### config.mk
export PLATFORM = sky130hd
export DESIGN_NAME = wifi_ahb_ctrl_flat
export DESIGN_NICKNAME = d
export VERILOG_FILES = /design/src/rtl/wifi_ahb_ctrl_if.sv /design/src/rtl/wifi_ahb_ctrl.sv /design/src/flat_wrapper.sv
export SDC_FILE = /design/constraint.sdc
export NUM_CORES = 2
export LEC_CHECK = 0
export CELL_PAD_IN_SITES_DETAIL_PLACEMENT = 0
export CELL_PAD_IN_SITES_GLOBAL_PLACEMENT = 1
export CORE_ASPECT_RATIO = 1.25
export CORE_MARGIN = 1.5
export CORE_UTILIZATION = 23
export DETAILED_ROUTE_END_ITERATION = 8
export PLACE_DENSITY_LB_ADDON = 0.1
export REMOVE_ABC_BUFFERS = 1
export SETUP_SLACK_MARGIN = 0.05
export SYNTH_ARGS = -nofsm -noshare
export SYNTH_HDL_FRONTEND = slang
export SYNTH_SLANG_ARGS = --single-unit
### constraint.sdc
create_clock -name HCLK -period 94.4 [get_ports HCLK]
set_input_delay 18.88 -clock HCLK [delete_from_list [all_inputs] [get_ports HCLK]]
set_output_delay 18.88 -clock HCLK [all_outputs]
set_load 0.05 [all_outputs]
### src/rtl/wifi_ahb_ctrl_if.sv
// Bus-side bundle between the WiFi AHB slave front-end and wifi_ahb_ctrl.
// Carries the decoded address-phase controls, write/read data and the
// back-pressure/mode bits returned to the front-end.
//   address, wenable, renable, data_trans, HREADY : address-phase controls
//   wifi_hwdata                                   : data-phase write data
//   wifi_hrdata, fifo_full, mode                  : returned to the front-end
interface wifi_ahb_ctrl_if #(
  parameter int ADDR   = 12,
  parameter int DATA_W = 32
);
  logic [ADDR-1:0]   address;
  logic              wenable;
  logic              renable;
  logic [1:0]        data_trans;
  logic              HREADY;
  logic [DATA_W-1:0] wifi_hwdata;
  logic [DATA_W-1:0] wifi_hrdata;
  logic              fifo_full;
  logic              mode;

  modport slave (
    input  address, wenable, renable, data_trans, HREADY, wifi_hwdata,
    output wifi_hrdata, fifo_full, mode
  );

  modport master (
    output address, wenable, renable, data_trans, HREADY, wifi_hwdata,
    input  wifi_hrdata, fifo_full, mode
  );
endinterface

### src/rtl/wifi_ahb_ctrl.sv
// Control/buffer stage behind the WiFi AHB slave front-end.
// Holds CTRL/STATUS/SCRATCH registers, a TX FIFO drained by the PHY
// transmitter and an RX FIFO filled by the PHY receiver.
//   HCLK, HRESET      : clock, async active-high reset
//   bus (slave)       : address/data phase signals, read data, fifo_full, mode
//   tx_data/tx_valid/tx_ready : TX FIFO head towards the PHY
//   rx_data/rx_valid  : RX words from the PHY
//   irq               : RX not empty & rxie, or any sticky overflow flag
module wifi_ahb_ctrl #(
  parameter int ADDR   = 12,
  parameter int DEPTH  = 16,
  parameter int DATA_W = 32
) (
  input  logic              HCLK,
  input  logic              HRESET,
  wifi_ahb_ctrl_if.slave    bus,
  output logic [DATA_W-1:0] tx_data,
  output logic              tx_valid,
  input  logic              tx_ready,
  input  logic [DATA_W-1:0] rx_data,
  input  logic              rx_valid,
  output logic              irq
);
  localparam int AW = $clog2(DEPTH);
  localparam int PW = AW + 1;

  localparam logic [2:0] A_CTRL   = 3'd0;
  localparam logic [2:0] A_STATUS = 3'd1;
  localparam logic [2:0] A_TXD    = 3'd2;
  localparam logic [2:0] A_RXD    = 3'd3;
  localparam logic [2:0] A_SCR    = 3'd4;

  if (DEPTH < 2 || (DEPTH & (DEPTH - 1)) != 0 || ADDR < 5) begin : g_param_check
    $error("wifi_ahb_ctrl: DEPTH must be a power of 2 >= 2 and ADDR >= 5");
  end

  logic [2:0]        addr_q, addr_d;
  logic              wr_q, wr_d, rd_q, rd_d;
  logic [2:0]        ctrl_q, ctrl_d;      // {rxie, stall, en}
  logic [DATA_W-1:0] scratch_q, scratch_d;
  logic              txovf_q, txovf_d, rxovf_q, rxovf_d;
  logic [PW-1:0]     tx_wp_q, tx_wp_d, tx_rp_q, tx_rp_d;
  logic [PW-1:0]     rx_wp_q, rx_wp_d, rx_rp_q, rx_rp_d;
  logic [DATA_W-1:0] tx_mem_q [DEPTH];
  logic [DATA_W-1:0] rx_mem_q [DEPTH];

  logic [PW-1:0] tx_cnt, rx_cnt;
  logic tx_empty, tx_full, rx_empty, rx_full;
  logic wr_ctrl, wr_status, wr_txd, wr_scr, flush;
  logic tx_pop, tx_push, tx_drop, tx_stall;
  logic rx_pop, rx_push, rx_drop;
  logic [DATA_W-1:0] rdata;

  always_comb begin
    tx_cnt   = tx_wp_q - tx_rp_q;
    rx_cnt   = rx_wp_q - rx_rp_q;
    tx_empty = (tx_wp_q == tx_rp_q);
    rx_empty = (rx_wp_q == rx_rp_q);
    tx_full  = (tx_wp_q[PW-1] != tx_rp_q[PW-1]) && (tx_wp_q[PW-2:0] == tx_rp_q[PW-2:0]);
    rx_full  = (rx_wp_q[PW-1] != rx_rp_q[PW-1]) && (rx_wp_q[PW-2:0] == rx_rp_q[PW-2:0]);

    wr_ctrl   = wr_q && (addr_q == A_CTRL);
    wr_status = wr_q && (addr_q == A_STATUS);
    wr_txd    = wr_q && (addr_q == A_TXD);
    wr_scr    = wr_q && (addr_q == A_SCR);
    flush     = wr_ctrl && bus.wifi_hwdata[3];

    tx_valid = !tx_empty && ctrl_q[0];
    tx_data  = tx_mem_q[tx_rp_q[AW-1:0]];
    tx_pop   = tx_valid && tx_ready;
    // A pop in the same cycle frees a slot, so a pending write can land then.
    tx_push  = wr_txd && (!tx_full || tx_pop);
    tx_drop  = wr_txd && tx_full && !tx_pop && !ctrl_q[1];
    tx_stall = wr_txd && tx_full && !tx_pop && ctrl_q[1];

    rx_pop  = rd_q && (addr_q == A_RXD) && !rx_empty;
    rx_push = rx_valid && (!rx_full || rx_pop);
    rx_drop = rx_valid && rx_full && !rx_pop;

    // Address phase; a stalled TX write keeps its data phase open.
    addr_d = addr_q;
    wr_d   = 1'b0;
    rd_d   = 1'b0;
    if (tx_stall) begin
      wr_d = wr_q;
      rd_d = rd_q;
    end else if (bus.HREADY && bus.data_trans[1]) begin
      addr_d = bus.address[4:2];
      wr_d   = bus.wenable;
      rd_d   = bus.renable;
    end

    ctrl_d    = wr_ctrl ? bus.wifi_hwdata[2:0] : ctrl_q;
    scratch_d = wr_scr ? bus.wifi_hwdata : scratch_q;
    // Set wins over a same-cycle W1C clear.
    txovf_d = tx_drop || (txovf_q && !(wr_status && bus.wifi_hwdata[18]));
    rxovf_d = rx_drop || (rxovf_q && !(wr_status && bus.wifi_hwdata[19]));

    tx_wp_d = tx_wp_q + PW'(tx_push);
    tx_rp_d = tx_rp_q + PW'(tx_pop);
    rx_wp_d = rx_wp_q + PW'(rx_push);
    rx_rp_d = rx_rp_q + PW'(rx_pop);
    if (flush) begin
      tx_wp_d = '0;
      tx_rp_d = '0;
      rx_wp_d = '0;
      rx_rp_d = '0;
    end

    rdata = '0;
    if (rd_q) begin
      case (addr_q)
        A_CTRL:   rdata = DATA_W'(ctrl_q);
        A_STATUS: rdata = DATA_W'({12'b0, rxovf_q, txovf_q, rx_empty, tx_full,
                                   8'(rx_cnt), 8'(tx_cnt)});
        A_RXD:    rdata = rx_empty ? '0 : rx_mem_q[rx_rp_q[AW-1:0]];
        A_SCR:    rdata = scratch_q;
        default:  rdata = '0;
      endcase
    end
    bus.wifi_hrdata = rdata;
    bus.fifo_full   = tx_full;
    bus.mode        = ctrl_q[1];
    irq = (!rx_empty && ctrl_q[2]) || txovf_q || rxovf_q;
  end

  always_ff @(posedge HCLK or posedge HRESET) begin
    if (HRESET) begin
      addr_q    <= '0;
      wr_q      <= 1'b0;
      rd_q      <= 1'b0;
      ctrl_q    <= '0;
      scratch_q <= '0;
      txovf_q   <= 1'b0;
      rxovf_q   <= 1'b0;
      tx_wp_q   <= '0;
      tx_rp_q   <= '0;
      rx_wp_q   <= '0;
      rx_rp_q   <= '0;
    end else begin
      addr_q    <= addr_d;
      wr_q      <= wr_d;
      rd_q      <= rd_d;
      ctrl_q    <= ctrl_d;
      scratch_q <= scratch_d;
      txovf_q   <= txovf_d;
      rxovf_q   <= rxovf_d;
      tx_wp_q   <= tx_wp_d;
      tx_rp_q   <= tx_rp_d;
      rx_wp_q   <= rx_wp_d;
      rx_rp_q   <= rx_rp_d;
    end
  end

  always_ff @(posedge HCLK or posedge HRESET) begin
    if (HRESET) begin
      for (int i = 0; i < DEPTH; i++) begin
        tx_mem_q[i] <= '0;
        rx_mem_q[i] <= '0;
      end
    end else begin
      if (tx_push && !flush) tx_mem_q[tx_wp_q[AW-1:0]] <= bus.wifi_hwdata;
      if (rx_push && !flush) rx_mem_q[rx_wp_q[AW-1:0]] <= rx_data;
    end
  end
endmodule

### src/flat_wrapper.sv
// flat-port wrapper written by rule: the top's interface ports become plain ports
module wifi_ahb_ctrl_flat 
#(
  parameter int ADDR   = 12,
  parameter int DEPTH  = 16,
  parameter int DATA_W = 32
)
  (HCLK, HRESET, tx_data, tx_valid, tx_ready, rx_data, rx_valid, irq, bus_address, bus_wenable, bus_renable, bus_data_trans, bus_HREADY, bus_wifi_hwdata, bus_wifi_hrdata, bus_fifo_full, bus_mode);
  wifi_ahb_ctrl_if #(.ADDR(ADDR), .DATA_W(DATA_W)) bus_i ();
  input  logic HCLK;
  input  logic HRESET;
  output logic [DATA_W-1:0] tx_data;
  output logic tx_valid;
  input  logic tx_ready;
  input  logic [DATA_W-1:0] rx_data;
  input  logic rx_valid;
  output logic irq;
  input wire logic [$bits(bus_i.address)-1:0] bus_address;
  input wire logic [$bits(bus_i.wenable)-1:0] bus_wenable;
  input wire logic [$bits(bus_i.renable)-1:0] bus_renable;
  input wire logic [$bits(bus_i.data_trans)-1:0] bus_data_trans;
  input wire logic [$bits(bus_i.HREADY)-1:0] bus_HREADY;
  input wire logic [$bits(bus_i.wifi_hwdata)-1:0] bus_wifi_hwdata;
  output wire logic [$bits(bus_i.wifi_hrdata)-1:0] bus_wifi_hrdata;
  output wire logic [$bits(bus_i.fifo_full)-1:0] bus_fifo_full;
  output wire logic [$bits(bus_i.mode)-1:0] bus_mode;
  assign bus_i.address = bus_address;
  assign bus_i.wenable = bus_wenable;
  assign bus_i.renable = bus_renable;
  assign bus_i.data_trans = bus_data_trans;
  assign bus_i.HREADY = bus_HREADY;
  assign bus_i.wifi_hwdata = bus_wifi_hwdata;
  assign bus_wifi_hrdata = bus_i.wifi_hrdata;
  assign bus_fifo_full = bus_i.fifo_full;
  assign bus_mode = bus_i.mode;
  wifi_ahb_ctrl #(.ADDR(ADDR), .DEPTH(DEPTH), .DATA_W(DATA_W)) u_core (.HCLK(HCLK), .HRESET(HRESET), .bus(bus_i), .tx_data(tx_data), .tx_valid(tx_valid), .tx_ready(tx_ready), .rx_data(rx_data), .rx_valid(rx_valid), .irq(irq));
endmodule
==> results.toml <==
[floorplan]
dieHeight_um = 520.9
design.core.area_mm2 = 0.2126
die_w_um = 417.3
floorplan.die_area_mm2 = 0.2174
initial_utilization = 0.2322
fp-row-count = 189
design.portCount = 153

[layout]
post_route_cells_drive_above_1_share = 0.5061
syn_to_final_growth_pct = 17.91
layout.filler_cells = 21190
nets = 3262

[global_route]
final_global_route_overflow_total = 0
grt_antenna_before_repair = 14
grt_max_degree = 183
grt_first_pass_wirelength_um = 229200
groute.usage.overall = 0.1453
first_global_vias = 31740

[critical_path]
crit_chain = "inv_4 -> ha_1 -> and4_1 -> a211oi_1 -> nand2_2 -> buf_4 -> o21ai_0 -> clkdlybuf4s50_1"
regToRegSetupSlack_ns = 90.13
critPathSlowestCell = "sky130_fd_sc_hd__clkdlybuf4s50_1"
timing.critical_path.buf_inv = 3
worst_r2r_endpoint = "u_core.tx_mem_q[281]$_DFFE_PP0P_"
timing.critical_path.to_type = "output pin"
worst-path-max-fanout = 29
r2r-start = "u_core.tx_rp_q[1]$_DFF_PP0_"
critical_path_required_ns = 75.52
cell_class_contributing_the_biggest_share_of_worst_path_delay = "buffers and inverters"
worstSetupStartpointType = "flip-flop"
worst-r2r-cell-count = 8
criticalPathCategory = "reg2out"
cp_slowest_stage_delay_ns = 0.97
critical_path_arrival_ns = 5.58

[routing]
viasPerCell = 4.566
route.met2.wl_um = 81520
post_dr_wirelength_cell_um = 25.85
totalWireLength_um = 156000
wirelength_met1_um = 65160
drc = 0
dr.max_layer_used = "met5"
dr_total_vias = 27560
initial_drc_count = 1207
detail-route-antenna-nets = 0
dr.pass1.iters = 4
route.met3.wl_um = 4720

[synthesis]
synth_seq_area_share = 0.5506
yosys.area_share.xor_xnor = 0.003549
synth_top_family_by_area = "multiplexers"
ys_async_sr_fraction = 1.000
ys_warn_count = 0
synth_area_in_adders = 0.004867
synthesis.instances = 3080
synth_enable_flop_cells = 0
synth_seq_cells = 1086
synthSimpleGateAreaFrac = 0.02119
post_synth.cell_area_avg_um2 = 16.02
synth_mux_area_frac = 0.3818
compound_gate_portion_of_the_synthesized_area = 0.01260
dominantRegCellSynth = "sky130_fd_sc_hd__dfrtp_1"
post_synth_instance_area_mm2 = 0.04936
ys_types = 51

[timing]
worst_slew_margin_rel = 0.2356
fin_crit_ns = 24.46
timing.final.hold_violations = 0
finalSetupTns_ns = 0
timing.final.max_slew_violations = 0
worst_slack_ns = 69.94
worst_clock_skew_ns = 0.02639
highest_clock_rate_mhz = 40.89
setup_violations = 0
min_period_over_period = 0.2591
worstMarginPinSlew_ns = 1.147
rsz0062_at_grt = "false"

[hold_path]
worst_hold_startpoint = "u_core.tx_mem_q[448]$_DFFE_PP0P_"
worstHoldEndpoint = "u_core.tx_mem_q[448]$_DFFE_PP0P_"
type_of_the_worst_min_delay_path = "reg2reg"
hold_path_depth = 1

[clock_network]
post-cts-setup-buffer-count = 0
clockRootBuffer = "sky130_fd_sc_hd__clkbuf_16"
tritoncts.num_buffers = 133
clk_path_buf_depth = 3
numClockSinks = 1086
clkLatencyLatePin_ns = 0.79
cts_resized = 0
tritoncts = "yes"
clkSlewWorstSetupHoldPaths_ns = 0.06
cts_hold_buf = 0
h-tree-depth = 4

[run_status]
run_status = "complete, no violations"

[power]
vdd_drop_max_mv = 0.01907
power.density_cell_area_mw_per_mm2 = 28.51
leakagePower_nw = 25.74

[placement]
gp_congestion = 0.6938
place.port_buffers = 142
placement.setup.worst_slack_ns = 70.67
hpwlAfterDp_um = 89910

[run]
max_cap_viol_count = 0
-- area by class of cell --
type | instances | area [µm²] | area share
antenna | 6 | 15.01 | 0.0002580
timing repair buffer | 206 | 1927 | 0.03311
multi-input combinational | 1719 | 21060 | 0.3619
inverter | 13 | 60.06 | 0.001032
clock buffer | 199 | 4024 | 0.06914
sequential | 1086 | 27190 | 0.4673
clock inverter | 37 | 449.2 | 0.007719
tap | 2769 | 3465 | 0.05953
-- cells by family (layout without fill, tap and decap cells) --
| group | after synthesis | count (layout) |
|---|---|---|
| flip-flops | 1086 | 1086 |
| adder cells (fa/ha/maj) | 18 | 18 |
| other | 0 | 6 |
| buffers and inverters | 275 | 455 |
| multiplexers | 1390 | 1390 |
| XOR/XNOR | 20 | 20 |
| AND/OR/NAND/NOR | 204 | 204 |
| AO/OA/AOI/OAI | 87 | 87 |
-- where the power goes --
part | switching [mW] | total (mW) | internal [mW]
sequential | 0.0819 | 0.672 | 0.591
clock | 0.207 | 0.523 | 0.316
combinational | 0.216 | 0.463 | 0.247
-- per-stage QoR --
step	std cells	hold slack, ns	cell area (µm²)	power (mW)	util
finish	6035	0.4867	58190	1.659	0.2737
global route	6031	0.4914	58180	1.756	0.2737
detailed placement	5793	0.4748	53710	1.159	0.2526
global placement	5793	0.4609	53710	1.134	0.2526
floorplan	2818	0.4525	48150	1.020	-
CTS	6029	0.4875	58180	1.697	0.2737
-- placed cells by master, fill, tap and decap left out, drive strengths merged, types with 5 or more instances in the layout --
cell type / n
dfrtp: 1086
mux2: 1060
mux4: 288
clkbuf: 199
clkdlybuf4s50: 142
nand2: 105
buf: 64
mux2i: 42
a22oi: 28
o21ai: 28
clkinv: 22
nand3: 22
nor2: 20
inv: 20
nor2b: 17
ha: 16
xnor2: 11
xor2: 9
and2: 9
bufinv: 8
nor3: 8
o221ai: 7
diode: 6
nand2b: 5
a21oi: 5
-- per-layer routing --
| layer | track usage | vias to the layer above |
|---|---|---|
| met5 | 0 | - |
| met3 | 0.02558 | 221 |
| li1 | - | 11610 |
| met1 | 0.1743 | 15300 |
| met2 | 0.2613 | 416 |
| met4 | 0.04705 | 12 |
-- flip-flops by register name, indices dropped and copies added, names as in the netlist --
name              cells
u_core.rx_mem_q     512
u_core.tx_mem_q     512
u_core.scratch_q     32
u_core.rx_rp_q        5
u_core.rx_wp_q        5
u_core.tx_rp_q        5
u_core.tx_wp_q        5
u_core.addr_q         3
u_core.ctrl_q         3
u_core.rd_q           1
u_core.rxovf_q        1
u_core.txovf_q        1
u_core.wr_q           1
-- cells in the mapped netlist, drive strengths merged (7+ instances only) --
cell	instances	area [µm²]
xor2	9	78.83
ha	16	200.2
o221ai	7	61.31
o21ai	28	140.1
a22oi	28	210.2
mux2i	42	420.4
nor3	8	62.56
mux2	1060	11940
inv	13	48.79
mux4	288	6486
clkbuf	118	444.2
nor2	20	75.07
nand3	22	110.1
xnor2	11	96.34
buf	144	760.7
dfrtp	1086	27180
nand2	105	394.1
and2	9	56.31
nor2b	17	113.9
-- worst max-delay path by stage --
stage                                             endpoint  slack [ns]  cells after the start                        start
after floorplan               u_core.addr_q[0]$_DFFE_PP0P_       44.95                      1                       HRESET
after global placement                  bus_wifi_hrdata[0]       70.69                      8  u_core.rx_rp_q[3]$_DFF_PP0_
after detailed placement  u_core.rx_mem_q[334]$_DFFE_PP0P_       70.67                      6                       HRESET
after CTS                               bus_wifi_hrdata[0]       69.83                      8  u_core.rx_rp_q[3]$_DFF_PP0_
after global routing                    bus_wifi_hrdata[0]       69.70                      8  u_core.rx_rp_q[3]$_DFF_PP0_
final                                   bus_wifi_hrdata[0]       69.94                      8  u_core.rx_rp_q[3]$_DFF_PP0_
Power figures use the tool's default switching activity.
